## src/rtl/upscal_pkg.sv

```systemverilog
// rtl/upscal_pkg.sv - shared memory-port constants, fetch FSM states and burst sizing helper
package upscal_pkg;

  localparam int MEM_AW    = 23;
  localparam int MEM_DW    = 32;
  localparam int MEM_BURST = 4;

  typedef enum logic [1:0] {
    ST_IDLE  = 2'd0,
    ST_REQ   = 2'd1,
    ST_DRAIN = 2'd2
  } state_t;

  // Words to the next 4-word boundary, clipped to what is left of the line.
  function automatic logic [2:0] burst_words(input logic [1:0] addr_lo, input logic [11:0] left);
    logic [2:0] to_bound;
    to_bound = 3'(MEM_BURST) - {1'b0, addr_lo};
    return (left < {9'd0, to_bound}) ? left[2:0] : to_bound;
  endfunction

endpackage

```

## src/rtl/fifo_sync.sv

```systemverilog
// rtl/fifo_sync.sv - single-clock show-ahead FIFO with occupancy count
module fifo_sync #(
  parameter int WIDTH = 33,
  parameter int DEPTH = 64,
  localparam int AW   = $clog2(DEPTH)
) (
  input  logic             clk,
  input  logic             rst,
  input  logic             wr_en,
  input  logic [WIDTH-1:0] wr_data,
  input  logic             rd_en,
  output logic [WIDTH-1:0] rd_data,
  output logic             empty,
  output logic [AW:0]      count
);

  logic [WIDTH-1:0] mem [DEPTH];
  logic [AW-1:0]    wr_ptr;
  logic [AW-1:0]    rd_ptr;
  logic             do_wr;
  logic             do_rd;

  assign empty   = (count == '0);
  assign do_wr   = wr_en && (count != (AW+1)'(DEPTH));
  assign do_rd   = rd_en && !empty;
  assign rd_data = mem[rd_ptr];

  always_ff @(posedge clk) begin
    if (do_wr) mem[wr_ptr] <= wr_data;
  end

  always_ff @(posedge clk or posedge rst) begin
    if (rst) begin
      wr_ptr <= '0;
      rd_ptr <= '0;
      count  <= '0;
    end else begin
      if (do_wr) wr_ptr <= wr_ptr + AW'(1);
      if (do_rd) rd_ptr <= rd_ptr + AW'(1);
      count <= count + (AW+1)'(do_wr) - (AW+1)'(do_rd);
    end
  end

endmodule

```

## src/rtl/line_fetch.sv

```systemverilog
// rtl/line_fetch.sv - strided line fetcher: aligned read bursts into a credit-checked output FIFO
// Optional starvation counter built only when LINE_FETCH_STATS_EN is defined.
module line_fetch
  import upscal_pkg::*;
#(
  parameter int FIFO_DEPTH = 64
) (
  input  logic              clk,
  input  logic              rst,
  input  logic              start,
  input  logic [MEM_AW-1:0] base,
  input  logic [MEM_AW-1:0] stride,
  input  logic [11:0]       width,
  input  logic [11:0]       lines,
  output logic              busy,
  output logic              done,
  output logic [MEM_AW-1:0] memaddr,
  output logic [1:0]        memlen,
  output logic              memwr,
  output logic              memreq,
  input  logic              memready,
  input  logic              memack,
  input  logic [MEM_DW-1:0] memrdata,
  output logic [MEM_DW-1:0] odata,
  output logic              ovalid,
  input  logic              oready,
  output logic              olast,
  output logic [15:0]       stall_cycles
);

  localparam int CW = $clog2(FIFO_DEPTH) + 1;

  state_t            state;
  logic [MEM_AW-1:0] stride_r;
  logic [MEM_AW-1:0] line_addr;
  logic [MEM_AW-1:0] cur_addr;
  logic [11:0]       width_r;
  logic [11:0]       lines_r;
  logic [11:0]       line_idx;
  logic [11:0]       word_idx;
  logic [11:0]       rword;
  logic [CW-1:0]     outst;
  logic [CW-1:0]     fifo_count;
  logic [CW:0]       avail;
  logic [2:0]        blen;
  logic [MEM_DW:0]   fifo_rdata;
  logic              fifo_empty;
  logic              accept;
  logic              ack_ok;
  logic              pop;
  logic              start_ok;
  logic              line_end;
  logic              last_line;
  logic              word_last;

  assign cur_addr  = line_addr + {11'd0, word_idx};
  assign blen      = burst_words(cur_addr[1:0], width_r - word_idx);
  // Space not yet claimed by in-flight words; a burst only goes out if it fits.
  assign avail     = (CW+1)'(FIFO_DEPTH) - {1'b0, fifo_count} - {1'b0, outst};
  assign memreq    = (state == ST_REQ) && (avail >= (CW+1)'(blen));
  assign accept    = memreq && memready;
  assign ack_ok    = memack && (outst != '0);
  assign ovalid    = !fifo_empty;
  assign pop       = ovalid && oready;
  assign done      = pop && (state == ST_DRAIN) && (outst == '0) && (fifo_count == CW'(1));
  assign busy      = (state != ST_IDLE) && !done;
  assign start_ok  = start && (state == ST_IDLE);
  assign line_end  = ({1'b0, word_idx} + {10'd0, blen}) == {1'b0, width_r};
  assign last_line = (line_idx == lines_r - 12'd1);
  assign word_last = (rword == width_r - 12'd1);
  assign memaddr   = (state == ST_REQ) ? cur_addr : '0;
  assign memlen    = (state == ST_REQ) ? 2'(blen - 3'd1) : 2'd0;
  assign memwr     = 1'b0;
  assign odata     = fifo_rdata[MEM_DW-1:0];
  assign olast     = ovalid && fifo_rdata[MEM_DW];

  always_ff @(posedge clk or posedge rst) begin
    if (rst) begin
      state     <= ST_IDLE;
      stride_r  <= '0;
      line_addr <= '0;
      width_r   <= '0;
      lines_r   <= '0;
      line_idx  <= '0;
      word_idx  <= '0;
    end else begin
      case (state)
        ST_IDLE: if (start_ok) begin
          stride_r  <= stride;
          line_addr <= base;
          width_r   <= width;
          lines_r   <= lines;
          line_idx  <= '0;
          word_idx  <= '0;
          state     <= ST_REQ;
        end
        ST_REQ: if (accept) begin
          if (!line_end) begin
            word_idx <= word_idx + 12'(blen);
          end else if (last_line) begin
            state <= ST_DRAIN;
          end else begin
            line_idx  <= line_idx + 12'd1;
            line_addr <= line_addr + stride_r;
            word_idx  <= '0;
          end
        end
        ST_DRAIN: if (done) state <= ST_IDLE;
        default:  state <= ST_IDLE;
      endcase
    end
  end

  // Returned words arrive in request order, so a running index tags line ends.
  always_ff @(posedge clk or posedge rst) begin
    if (rst) begin
      outst <= '0;
      rword <= '0;
    end else begin
      outst <= outst + (accept ? CW'(blen) : CW'(0)) - (ack_ok ? CW'(1) : CW'(0));
      if (start_ok)    rword <= '0;
      else if (ack_ok) rword <= word_last ? 12'd0 : rword + 12'd1;
    end
  end

  fifo_sync #(
    .WIDTH(MEM_DW + 1),
    .DEPTH(FIFO_DEPTH)
  ) u_fifo (
    .clk    (clk),
    .rst    (rst),
    .wr_en  (ack_ok),
    .wr_data({word_last, memrdata}),
    .rd_en  (pop),
    .rd_data(fifo_rdata),
    .empty  (fifo_empty),
    .count  (fifo_count)
  );

`ifdef LINE_FETCH_STATS_EN
  logic [15:0] stall_q;

  always_ff @(posedge clk or posedge rst) begin
    if (rst)                                                         stall_q <= '0;
    else if (start_ok)                                               stall_q <= '0;
    else if (busy && oready && !ovalid && (stall_q != 16'hFFFF))     stall_q <= stall_q + 16'd1;
  end

  assign stall_cycles = stall_q;
`else
  assign stall_cycles = 16'd0;
`endif

endmodule

```

## config.mk

```make
export PLATFORM = sky130hd
export DESIGN_NAME = line_fetch
export DESIGN_NICKNAME = d
export VERILOG_FILES = /design/src/rtl/upscal_pkg.sv /design/src/rtl/fifo_sync.sv /design/src/rtl/line_fetch.sv
export SDC_FILE = /design/constraint.sdc
export NUM_CORES = 2
export LEC_CHECK = 0
export BUFFER_PORTS_ARGS = -buffer_cell sky130_fd_sc_hd__buf_4
export CORE_MARGIN = 2
export CORE_UTILIZATION = 56
export CTS_CLUSTER_SIZE = 8
export DETAILED_ROUTE_END_ITERATION = 16
export GPL_ROUTABILITY_DRIVEN = 0
export PLACE_DENSITY = 0.75
export SYNTH_ARGS = -nofsm -noshare
export SYNTH_HDL_FRONTEND = slang
export SYNTH_SLANG_ARGS = --single-unit
export TNS_END_PERCENT = 20
```

## constraint.sdc

```tcl
create_clock -name clk -period 7.05 [get_ports clk]
set_clock_uncertainty 0.1 [all_clocks]
set_input_delay 1.41 -clock clk [delete_from_list [all_inputs] [get_ports clk]]
set_output_delay 1.41 -clock clk [all_outputs]
set_load 0.1 [all_outputs]
```

==> metrics.txt <==
# TYPE chip_impl_metric gauge
chip_impl_metric{name="number_of_clock_sinks",unit=""} 2246
chip_impl_metric{name="register_area",unit="um2"} 66790
chip_impl_metric{name="die_area",unit="um2"} 165800
chip_impl_info{name="clock_tree_from_tritoncts",value="done"} 1
chip_impl_metric{name="synth_adder_area_share",unit=""} 0.01419
chip_impl_info{name="synth.most_common_cell",value="edfxtp_1"} 1
chip_impl_metric{name="drt-pass1-iter-count",unit=""} 6
chip_impl_metric{name="num-fill-cells",unit=""} 9909
chip_impl_metric{name="synth_edf_count",unit=""} 2112
chip_impl_metric{name="post_drt_wl_per_cell",unit="um"} 36.14
chip_impl_metric{name="timing.critical_path.required",unit="ns"} 5.54
chip_impl_metric{name="dr_total_vias",unit=""} 49093
chip_impl_metric{name="timing.max_slew.rel_slack",unit=""} 0.1591
chip_impl_metric{name="fp.coreArea",unit="um2"} 160900
chip_impl_metric{name="layout_min_cycle_time",unit="ns"} 7.210
chip_impl_metric{name="power_density",unit="nW/um2"} 460.8
chip_impl_metric{name="rrSetupSlack",unit="ns"} 0.28
chip_impl_metric{name="synth.yosys.seq_area_share",unit=""} 0.7336
chip_impl_metric{name="gr-total-overflow",unit=""} 0
chip_impl_metric{name="grt_max_degree",unit=""} 85
chip_impl_metric{name="multi_input_area",unit="um2"} 23620
chip_impl_metric{name="initial_core_utilization",unit=""} 0.5656
chip_impl_metric{name="share_comb_of_total_power",unit=""} 0.379
chip_impl_metric{name="cts_buffers",unit=""} 331
chip_impl_info{name="setup.worst_path.end",value="memreq"} 1
chip_impl_info{name="critPathCaptureType",value="output port"} 1
chip_impl_metric{name="worstRegToRegCells",unit=""} 28
chip_impl_info{name="clock_tree.root_cell",value="clkbuf_16"} 1
chip_impl_info{name="synth_top_flop_cell",value="edfxtp_1"} 1
chip_impl_metric{name="post_synth_mux_area_share",unit=""} 0.1752
chip_impl_info{name="synth.top_cells.by_count",value="2112 x edfxtp_1, 693 x mux4_2, 217 x nand2_1"} 1
chip_impl_metric{name="fin_nets",unit=""} 5027
chip_impl_info{name="worst_r2r_dst",value="line_idx[9]"} 1
chip_impl_metric{name="vias_in_the_first_global_route",unit=""} 50185
chip_impl_metric{name="clock_tree.buffer_depth",unit=""} 4
chip_impl_metric{name="grt_usage",unit=""} 0.3091
chip_impl_metric{name="post-route-worst-setup-slack",unit="ns"} -0.1598
chip_impl_info{name="rsz0062_at_grt",value="yes"} 1
chip_impl_metric{name="max_slew.worst_pin.slew",unit="ns"} 1.258
chip_impl_metric{name="grt_antenna_before_repair",unit=""} 12
chip_impl_metric{name="final_core_util",unit=""} 0.6518
chip_impl_info{name="yosys.area.top_type",value="edfxtp_1"} 1
chip_impl_metric{name="peakVddDrop",unit="mV"} 1.169
chip_impl_metric{name="die_width",unit="um"} 407.2
chip_impl_info{name="status",value="finished, violations left"} 1
chip_impl_info{name="cp_startpoint_kind",value="register"} 1
chip_impl_metric{name="io-pin-count",unit=""} 187
chip_impl_metric{name="vias_per_cell",unit=""} 6.980
chip_impl_metric{name="antenna_left",unit=""} 0
chip_impl_metric{name="p_clk_frac",unit=""} 0.288
chip_impl_metric{name="maxCapViolations",unit=""} 0
chip_impl_metric{name="fraction_of_final_layout_cells_with_drive_strength_greater_than_1",unit=""} 0.3060
chip_impl_metric{name="intPower",unit="W"} 0.03079
chip_impl_metric{name="synth-simple-area-share",unit=""} 0.03052
chip_impl_metric{name="synth_warnings",unit=""} 0
chip_impl_metric{name="rows",unit=""} 147
chip_impl_metric{name="report.final.setup_viol",unit=""} 1
chip_impl_info{name="dominant_combinational_cell_family_by_area_after_synthesis",value="multiplexers"} 1
chip_impl_metric{name="detail_route.iter0.violations",unit=""} 7818
chip_impl_metric{name="timing.critical_path.buf_inv",unit=""} 5
chip_impl_metric{name="timing.final.hold_violations",unit=""} 0
chip_impl_metric{name="wirelength_routed",unit="mm"} 254.2
chip_impl_metric{name="static_leakage",unit="nW"} 34.36
chip_impl_metric{name="ys_async_sr_fraction",unit=""} 0.05966
chip_impl_metric{name="synthesis.area_per_instance",unit="um2"} 20.78
chip_impl_metric{name="layout_overhead_on_the_synthesized_area",unit="%"} 15.24
chip_impl_metric{name="route.detailed.drc",unit=""} 0
chip_impl_info{name="crit_path_top_delay_cell",value="fa_2"} 1
chip_impl_info{name="timing.hold.worst.class",value="reg -> reg"} 1
chip_impl_metric{name="critPathMaxStageDelay",unit="ns"} 0.46
chip_impl_metric{name="synth-seq-cells",unit=""} 2246
chip_impl_metric{name="grt_first_pass_wirelength",unit="mm"} 364.9
chip_impl_metric{name="worstPathMaxFanout",unit=""} 4
chip_impl_metric{name="fmaxAchievable",unit="GHz"} 0.1387
chip_impl_metric{name="htreeDepth",unit=""} 5
chip_impl_metric{name="setup-tns-final",unit="ns"} -0.1598
chip_impl_metric{name="dp.cells",unit=""} 6639
chip_impl_metric{name="clkSlewWorstSetupHoldPaths",unit="ns"} 0.05
chip_impl_info{name="worst_path_dominant_cell_family",value="adder cells"} 1
chip_impl_info{name="reg2reg_from",value="line_addr[0]"} 1
chip_impl_metric{name="yosys.area.top_type_share",unit=""} 0.6968
chip_impl_metric{name="share_of_the_clock_period_used_by_the_worst_path_after_layout",unit=""} 1.023
chip_impl_info{name="netlist_top_cells_area",value="edfxtp_1 70%, mux4_2 17%, dfrtp_1 3.7%, ha_1 1.3%, nand2_1 0.89%"} 1
chip_impl_metric{name="power.share.sequential",unit=""} 0.333
chip_impl_metric{name="fin_hold_ws",unit="ns"} 0.3903
chip_impl_metric{name="synth.lib_cells_used.distinct",unit=""} 80
chip_impl_metric{name="fin_total_pwr",unit="W"} 0.04833
chip_impl_metric{name="port_buffers",unit=""} 169
chip_impl_metric{name="synth_xor_xnor_area_share",unit=""} 0.008619
chip_impl_metric{name="power.switching",unit="W"} 0.01754
chip_impl_metric{name="syn_area",unit="um2"} 91020
chip_impl_info{name="crit_chain",value="ha_2 > inv_2 > fa_2 > ha_4 > inv_4 > ha_4 > a21boi_2 > o21ai_2 > nand3_1 > a2111o_1 > a221oi_2 > o211ai_1 > nor4b_2 > buf_4 > mux2i_4 > ha_1 > a21boi_2 > o21ai_1 > nand4b_1 > buf_4 > nor2_4 > nor2_4 > buf_12"} 1
chip_impl_info{name="setup.worst_path.start",value="line_addr[0]"} 1
chip_impl_metric{name="synth_compound_area_frac",unit=""} 0.02375
chip_impl_metric{name="fin_cells",unit=""} 7033
chip_impl_metric{name="clk-insertion-delay-late",unit="ns"} 0.90
chip_impl_metric{name="cp.arrival",unit="ns"} 5.70
chip_impl_metric{name="fp.dieH",unit="um"} 407.2
chip_impl_info{name="violations_in_the_final_reports",value="negative setup slack"} 1
chip_impl_metric{name="final-max-slew-violation-count",unit=""} 0
chip_impl_metric{name="critical_path_depth",unit=""} 23
chip_impl_metric{name="swShare",unit=""} 0.3629
chip_impl_metric{name="post-dp-hpwl",unit="mm"} 134.0
chip_impl_metric{name="netlist_instances",unit=""} 4381
chip_impl_info{name="critical_path_class",value="reg -> out"} 1
[worst min-delay path: stages (launching register included)]
cell and delay (ns):
dfrtp_1 0.35, nand2_1 0.05, nand2_1 0.05
[power groups by stage]
| stage | clock network (W) | registers (W) | logic [W] |
|---|---|---|---|
| floorplan | 0 | 0.0158 | 0.0127 |
| detailed placement | 0 | 0.0163 | 0.0176 |
| CTS | 0.0140 | 0.0161 | 0.0181 |
| global placement | 0 | 0.0162 | 0.0175 |
| global route | 0.0145 | 0.0161 | 0.0191 |
| finish | 0.0139 | 0.0161 | 0.0183 |
[layout make-up]
| class | count | share of cell area |
|---|---|---|
| Sequential cell | 2246 | 0.6368 |
| Multi-Input combinational cell | 1838 | 0.2252 |
| Clock inverter | 5 | 0.0006918 |
| Timing Repair Buffer | 326 | 0.02611 |
| Clock buffer | 380 | 0.08264 |
| Inverter | 77 | 0.002827 |
| Antenna cell | 1 | 0.00002386 |
| Tap cell | 2160 | 0.02576 |
[cell usage in the layout, fill, tap and decap left out, types with 22 or more instances in the layout]
cell type	instances
edfxtp_1	2112
a21oi_1	67
xor2_1	32
nor2b_1	22
xnor2_1	55
nor2_4	66
o21ai_0	75
clkbuf_16	340
ha_1	89
mux4_2	693
buf_12	23
nor3_1	26
buf_4	302
nand3_1	42
nor2_1	81
clkbuf_1	39
inv_1	74
dfrtp_1	128
nand2_1	216
[flip-flops by register name, summed over array words and instances (netlist names)]
register,cells
u_fifo.wr_ptr,6
line_addr,23
line_idx,12
width_r,12
word_idx,12
u_fifo.count,7
outst,7
u_fifo.rd_ptr,6
lines_r,12
rword,12
u_fifo.mem,2112
stride_r,23
state,2
[metal layers]
| metal | vias to the layer above | global-route usage | share of wire |
|---|---|---|---|
| met5 | - | 0 | 0.00026 |
| met4 | 12 | 0.1267 | 0.043 |
| met3 | 695 | 0.07702 | 0.12 |
| met2 | 3901 | 0.4958 | 0.49 |
| met1 | 25581 | 0.4102 | 0.35 |
| li1 | 18904 | - | - |
[how the worst min path moves through the flow]
stage | start | cells past startpoint | to
after floorplan | stride_r[0] | 2 | stride_r[0]
after global placement | stride_r[16] | 2 | stride_r[16]
after detailed placement | stride_r[16] | 2 | stride_r[16]
after CTS | stride_r[16] | 2 | stride_r[16]
after global routing | stride_r[3] | 2 | stride_r[3]
final | stride_r[3] | 2 | stride_r[3]
[logic make-up after synthesis]
| logic type | count (synthesis) |
|---|---|
| buf+inv | 313 |
| fa+ha+maj | 99 |
| mux | 725 |
| xor+xnor | 88 |
| compound gates | 323 |
| simple gates | 586 |
| other cells | 1 |
| flops | 2246 |
[per-stage QoR]
step                      worst slack (ns)  cell area (um2)
after global routing               -0.3395           104900
after CTS                          -0.2437           104900
after detailed placement           -0.2131            95980
after floorplan                     0.2095            91090
final                              -0.1598           104900
after global placement             -0.1062            95980
[what timing repair did]
| item | CTS | global route |
|---|---|---|
| pin swaps | 13 | 6 |
| resized for setup | 26 | 4 |
| endpoints found under the setup margin | 34 | 24 |
| hold buffers | 0 | 0 |
| buffers inserted | 5 | 3 |
(Power assumes the default switching activity.)
